<file path="src/rtl/writeback_queue_pkg.sv">
// Shared constants and types for the writeback queue.
package writeback_queue_pkg;

  localparam int DEPTH_DEF = 4;
  localparam int DW_DEF    = 32;
  localparam int RAW       = 5;

  typedef logic [RAW-1:0] reg_addr_t;

  // GR0 is hardwired to zero, so results targeting it are never stored.
  localparam reg_addr_t GR0 = 5'd0;

endpackage

</file>
<file path="src/rtl/wb_fifo.sv">
// Circular storage for pending writebacks with per-entry visibility for forwarding.
module wb_fifo
  import writeback_queue_pkg::*;
#(
  parameter int DEPTH = DEPTH_DEF,
  parameter int DW    = DW_DEF
) (
  input  logic                              clk,
  input  logic                              rst_n,
  input  logic                              push,
  input  logic [RAW-1:0]                    push_rd,
  input  logic [DW-1:0]                     push_data,
  input  logic                              pop,
  output logic [RAW-1:0]                    head_rd,
  output logic [DW-1:0]                     head_data,
  output logic [$clog2(DEPTH)-1:0]          head_ptr,
  output logic [$clog2(DEPTH):0]            count,
  output logic [DEPTH-1:0]                  entry_valid,
  output logic [DEPTH-1:0][RAW-1:0]         entry_rd,
  output logic [DEPTH-1:0][DW-1:0]          entry_data
);

  localparam int PTRW = $clog2(DEPTH);
  localparam int CW   = PTRW + 1;

  logic [DEPTH-1:0][RAW-1:0] mem_rd;
  logic [DEPTH-1:0][DW-1:0]  mem_data;
  logic [PTRW-1:0]           wr_ptr;
  logic [PTRW-1:0]           rd_ptr;
  logic [CW-1:0]             cnt;
  logic                      do_push;
  logic                      do_pop;

  assign do_push = push && (cnt != CW'(DEPTH));
  assign do_pop  = pop && (cnt != '0);

  // Pointer and storage update; pointers wrap naturally since DEPTH is a power of two.
  always_ff @(posedge clk or negedge rst_n) begin
    if (!rst_n) begin
      mem_rd   <= '0;
      mem_data <= '0;
      wr_ptr   <= '0;
      rd_ptr   <= '0;
      cnt      <= '0;
    end else begin
      if (do_push) begin
        mem_rd[wr_ptr]   <= push_rd;
        mem_data[wr_ptr] <= push_data;
        wr_ptr           <= wr_ptr + 1'b1;
      end
      if (do_pop) begin
        rd_ptr <= rd_ptr + 1'b1;
      end
      case ({do_push, do_pop})
        2'b10:   cnt <= cnt + 1'b1;
        2'b01:   cnt <= cnt - 1'b1;
        default: cnt <= cnt;
      endcase
    end
  end

  // An entry is live when its distance from the head is below the occupancy.
  always_comb begin
    entry_valid = '0;
    for (int unsigned i = 0; i < DEPTH; i++) begin
      logic [PTRW-1:0] offset;
      offset = PTRW'(i) - rd_ptr;
      entry_valid[i] = ({1'b0, offset} < cnt);
    end
  end

  assign head_rd    = mem_rd[rd_ptr];
  assign head_data  = mem_data[rd_ptr];
  assign head_ptr   = rd_ptr;
  assign count      = cnt;
  assign entry_rd   = mem_rd;
  assign entry_data = mem_data;

endmodule

</file>
<file path="src/rtl/writeback_queue.sv">
// Writeback queue: buffers results, drains one per cycle to the register file,
// and forwards pending values to register reads.
module writeback_queue
  import writeback_queue_pkg::*;
#(
  parameter int DEPTH = DEPTH_DEF,
  parameter int DW    = DW_DEF
) (
  input  logic                     clk,
  input  logic                     rst_n,
  input  logic                     in_valid,
  input  logic [RAW-1:0]           in_rd,
  input  logic [DW-1:0]            in_data,
  output logic                     in_ready,
  input  logic                     wb_hold,
  output logic [RAW-1:0]           rw,
  output logic [DW-1:0]            pw,
  output logic                     le,
  input  logic [RAW-1:0]           ra,
  input  logic [RAW-1:0]           rb,
  output logic                     fwd_a,
  output logic                     fwd_b,
  output logic [DW-1:0]            fwd_pa,
  output logic [DW-1:0]            fwd_pb,
  output logic [$clog2(DEPTH):0]   count
);

  localparam int PTRW = $clog2(DEPTH);
  localparam int CW   = PTRW + 1;

  logic                      push;
  logic                      drain;
  logic [RAW-1:0]            head_rd;
  logic [DW-1:0]             head_data;
  logic [PTRW-1:0]           head_ptr;
  logic [CW-1:0]             q_count;
  logic [DEPTH-1:0]          entry_valid;
  logic [DEPTH-1:0][RAW-1:0] entry_rd;
  logic [DEPTH-1:0][DW-1:0]  entry_data;

  // Full blocks pushes even when a drain frees a slot in the same cycle.
  assign in_ready = (q_count != CW'(DEPTH));
  assign push     = in_valid && in_ready && (in_rd != GR0);
  assign drain    = (q_count != '0) && !wb_hold;
  assign count    = q_count;

  wb_fifo #(
    .DEPTH (DEPTH),
    .DW    (DW)
  ) u_fifo (
    .clk         (clk),
    .rst_n       (rst_n),
    .push        (push),
    .push_rd     (in_rd),
    .push_data   (in_data),
    .pop         (drain),
    .head_rd     (head_rd),
    .head_data   (head_data),
    .head_ptr    (head_ptr),
    .count       (q_count),
    .entry_valid (entry_valid),
    .entry_rd    (entry_rd),
    .entry_data  (entry_data)
  );

  // Register-file write port: load the head on a drain, otherwise hold with LE low.
  always_ff @(posedge clk or negedge rst_n) begin
    if (!rst_n) begin
      le <= 1'b0;
      rw <= '0;
      pw <= '0;
    end else begin
      le <= drain;
      if (drain) begin
        rw <= head_rd;
        pw <= head_data;
      end
    end
  end

  // Forwarding lookup: start from the in-flight write, then walk queued entries
  // oldest to newest so the newest match overrides everything before it.
  always_comb begin
    fwd_a  = 1'b0;
    fwd_b  = 1'b0;
    fwd_pa = '0;
    fwd_pb = '0;
    if (le && (rw == ra) && (ra != GR0)) begin
      fwd_a  = 1'b1;
      fwd_pa = pw;
    end
    if (le && (rw == rb) && (rb != GR0)) begin
      fwd_b  = 1'b1;
      fwd_pb = pw;
    end
    for (int unsigned k = 0; k < DEPTH; k++) begin
      logic [PTRW-1:0] idx;
      idx = head_ptr + PTRW'(k);
      if (entry_valid[idx] && (entry_rd[idx] == ra) && (ra != GR0)) begin
        fwd_a  = 1'b1;
        fwd_pa = entry_data[idx];
      end
      if (entry_valid[idx] && (entry_rd[idx] == rb) && (rb != GR0)) begin
        fwd_b  = 1'b1;
        fwd_pb = entry_data[idx];
      end
    end
  end

endmodule

</file>
<file path="config.mk">
export PLATFORM = sky130hd
export DESIGN_NAME = writeback_queue
export DESIGN_NICKNAME = d
export VERILOG_FILES = /design/src/rtl/writeback_queue_pkg.sv /design/src/rtl/wb_fifo.sv /design/src/rtl/writeback_queue.sv
export SDC_FILE = /design/constraint.sdc
export NUM_CORES = 1
export LEC_CHECK = 0
export BUFFER_PORTS_ARGS = -buffer_cell sky130_fd_sc_hd__buf_4
export CAP_MARGIN = 5
export CORE_UTILIZATION = 50
export DETAILED_ROUTE_END_ITERATION = 10
export HOLD_SLACK_MARGIN = 0.05
export PLACE_DENSITY = 0.7
export RECOVER_POWER = 50
export SLEW_MARGIN = 20
export SYNTH_ARGS = -nofsm -noshare
export SYNTH_HDL_FRONTEND = slang
export SYNTH_HIERARCHICAL = 1
export SYNTH_SLANG_ARGS = --single-unit
</file>
<file path="constraint.sdc">
create_clock -name clk -period 4.75 [get_ports clk]
set_input_delay 0.475 -clock clk [delete_from_list [all_inputs] [get_ports clk]]
set_output_delay 0.475 -clock clk [all_outputs]
set_load 0.03 [all_outputs]
</file>
==> flow_summary.json <==
{
  "synthToLayoutAreaGrowth_pct": 12.99,
  "final_common_cell": "mux2_2",
  "synth_ff_type": "dfrtp_1",
  "slowest_stage": "mux4_2",
  "async_flop_share_pct": 100.0,
  "dp.final_hpwl_microns": 27110,
  "hold_viol_final": 0,
  "synth-seq-cells": 193,
  "synth_nets": 1451,
  "skew_ns": 0.006974,
  "end_kind": "primary output",
  "post-route-drc-count": 0,
  "r2r-end": "pw[18]$_DFFE_PN0P_",
  "synth_edf_count": 0,
  "slew_headroom_pct": -132.7,
  "cts_tree": "yes",
  "grt_overflow_total": 0,
  "fin_tns_setup_ns": 0,
  "synthCells": 1390,
  "grtUsageTotal_pct": 29.43,
  "num_antenna_cells": 0,
  "worstMarginPinSlew_ns": 3.491,
  "final_util_pct": 57.36,
  "violations": "max-capacitance violations, max-slew violations",
  "crit_path_cell_trace": "buf_6 > mux4_2 > xor2_1 > nor4_4 > a31oi_4 > a221oi_1 > a21oi_1 > a221o_1 > buf_4",
  "num-nets-final": 1527,
  "slowest_delay_ns": 0.59,
  "critPathKind": "register to primary output",
  "slew_viol_final": 99,
  "first_global_vias": 12330,
  "r2r_setup_slack_ns": 1.02,
  "htree_levels": 4,
  "finalWirelength_microns": 44420,
  "cts_sinks": 193,
  "cts.path.max_buffers": 2,
  "clkTransAtPathRegs_ns": 0.07,
  "wl_met1_microns": 18440,
  "die_y_microns": 175.2,
  "die-width_microns": 175.2,
  "initial_core_util_pct": 50.77,
  "cts_root_buf": "clkbuf_16",
  "drt-wirelength-per-cell_microns": 23.77,
  "first_pass_iters": 7,
  "holdPathStages": 2,
  "max_freq_ghz": 0.2215,
  "clk_latency_ns": 0.45,
  "hp-class": "primary input to register",
  "critPathMaxFanout": 34,
  "yosysSeqAreaShare_pct": 32.18,
  "hp-start": "in_data[11]",
  "hold_slack_ns": 0.2828,
  "route.met2.wl_microns": 20690,
  "place.port_buffers": 158,
  "dr_wl_met3_microns": 4020,
  "syn-cell-area_sq_um": 15010,
  "critPathArrivalTime_ns": 4.04,
  "cp-start-kind": "register",
  "ant_nets": 0,
  "drive_above_1_share_pct": 34.55,
  "synth_warnings": 6,
  "grt_max_degree": 135,
  "drv_cap": 2,
  "ys_types": 59,
  "ioPinCount": 159,
  "rsz0062_at_grt": "no",
  "core_area_sq_um": 29560,
  "whs_endpoint": "u_fifo/entry_data[75]$_DFFE_PN0P_",
  "r2r_cells": 4,
  "run_status": "complete, but fails checks",
  "period_needed_ns": 4.514,
  "setup_viol": 0,
  "fin_crit_sh_pct": 95.03,
  "highest_layer": "met5",
  "row_count": 63,
  "cp.required_ns": 4.28,
  "drt_iter0_markers": 1287,
  "die_area_sq_um": 30710,
  "vias": 12530,
  "cts-buffers-inserted": 17,
  "gp_congestion": 0.9414,
  "synth.avg_cell_area_sq_um": 10.80,
  "cts_setup_buffers": 0,
  "avgViaCountPerCell": 6.701,
  "mostFrequentLayoutCells": "mux2_2 (253), dfrtp_1 (191), buf_4 (138)",
  "reg2reg_from": "u_fifo/count[0]$_DFFE_PN0P_",
  "antenna_found_initial": 2,
  "grt_pass1_wl_microns": 70260
}
[critical path, delay by kind of cell (launching register included)]
| family | cells | cell delay, ns |
|---|---|---|
| compound gates | 4 | 1.31 |
| xor+xnor | 1 | 0.19 |
| buf+inv | 2 | 0.53 |
| flops | 1 | 0.42 |
| mux | 1 | 0.59 |
| simple gates | 1 | 0.53 |
[registers in the layout (all words and copies together) (netlist names)]
name,cells
u_fifo/entry_data,128
pw,32
u_fifo/entry_rd,20
rw,5
u_fifo/count,3
u_fifo/head_ptr,2
u_fifo/wr_ptr,2
le,1
[routing by layer]
| layer | GRT usage, % | vias up |
|---|---|---|
| li1 | - | 5531 |
| met1 | 39.15 | 6251 |
| met2 | 46.53 | 632 |
| met3 | 7.050 | 107 |
| met4 | 10.94 | 4 |
| met5 | 0 | - |
[cells in the mapped netlist, drive strengths merged, types with 2 or more instances]
master / count / area [sq um]
nand4: 2 / 12.51
a211oi: 56 / 425.4
nor2: 93 / 359.1
or2: 3 / 18.77
and2: 24 / 150.1
mux2i: 106 / 1081
a221o: 86 / 860.8
o21ai: 19 / 95.09
nand2b: 3 / 18.77
dfrtp: 193 / 4830
inv: 11 / 41.29
a21oi: 123 / 619.4
o211ai: 2 / 15.01
or3: 2 / 17.52
xor2: 30 / 262.8
nand3: 15 / 75.07
ha: 9 / 112.6
mux4: 54 / 1216
buf: 63 / 387.9
a211o: 10 / 87.58
nor3: 3 / 15.01
clkbuf: 72 / 350.3
xnor2: 28 / 245.2
a221oi: 32 / 297.8
and3: 31 / 193.9
nor4: 6 / 37.54
nand2: 42 / 157.7
mux2: 254 / 2860
or4: 2 / 15.01
[worst max-delay path by stage]
stage | startpoint | to | slack [ns]
6_report | u_fifo/head_ptr[0]$_DFFE_PN0P_ | fwd_pa[13] | 0.24
5_1_grt | u_fifo/head_ptr[0]$_DFFE_PN0P_ | fwd_pa[17] | 0.08
4_1_cts | u_fifo/head_ptr[0]$_DFFE_PN0P_ | fwd_pa[13] | 0.19
3_5_place_dp | u_fifo/head_ptr[1]$_DFFE_PN0P_ | fwd_pa[13] | 0.36
3_3_place_gp | u_fifo/head_ptr[1]$_DFFE_PN0P_ | fwd_pa[0] | 0.39
2_1_floorplan | u_fifo/head_ptr[0]$_DFFE_PN0P_ | fwd_pb[10] | 0.88
[final cells by class]
class	instances	area (sq um)
fill	2592	12600
multi-input combinational	1052	9529
sequential	193	4837
timing repair buffer	191	1390
tap	390	488.0
clock buffer	21	470.5
clock inverter	11	197.7
inverter	11	43.79
[cell families after synthesis]
logic type / Yosys count / share of synthesized area (%)
xor+xnor: 58 / 3.385
flops: 193 / 32.18
mux: 414 / 34.37
simple gates: 230 / 7.379
compound gates: 339 / 16.61
buf+inv: 146 / 5.194
fa+ha+maj: 10 / 0.8838
[metrics by stage]
stage | area [sq um] | setup slack, ns | cells
finish | 16960 | 0.2362 | 1869
detailed placement | 16350 | 0.3615 | 1833
floorplan | 15010 | 0.8831 | 1390
global route | 16960 | 0.07530 | 1869
global placement | 16350 | 0.3929 | 1833
CTS | 17100 | 0.1947 | 1868
[repair_timing]
action	4_1_cts	5_1_grt
endpoints found under the setup margin	31	10
hold buffers	1	0
pin swaps	1	0
gates resized for setup	4	1
gates cloned	2	0
endpoints found under the hold margin	59	0
Power is left out: the tool's default activity adds up to more than one toggle a clock period on the data nets, which glitch-free logic cannot reach.
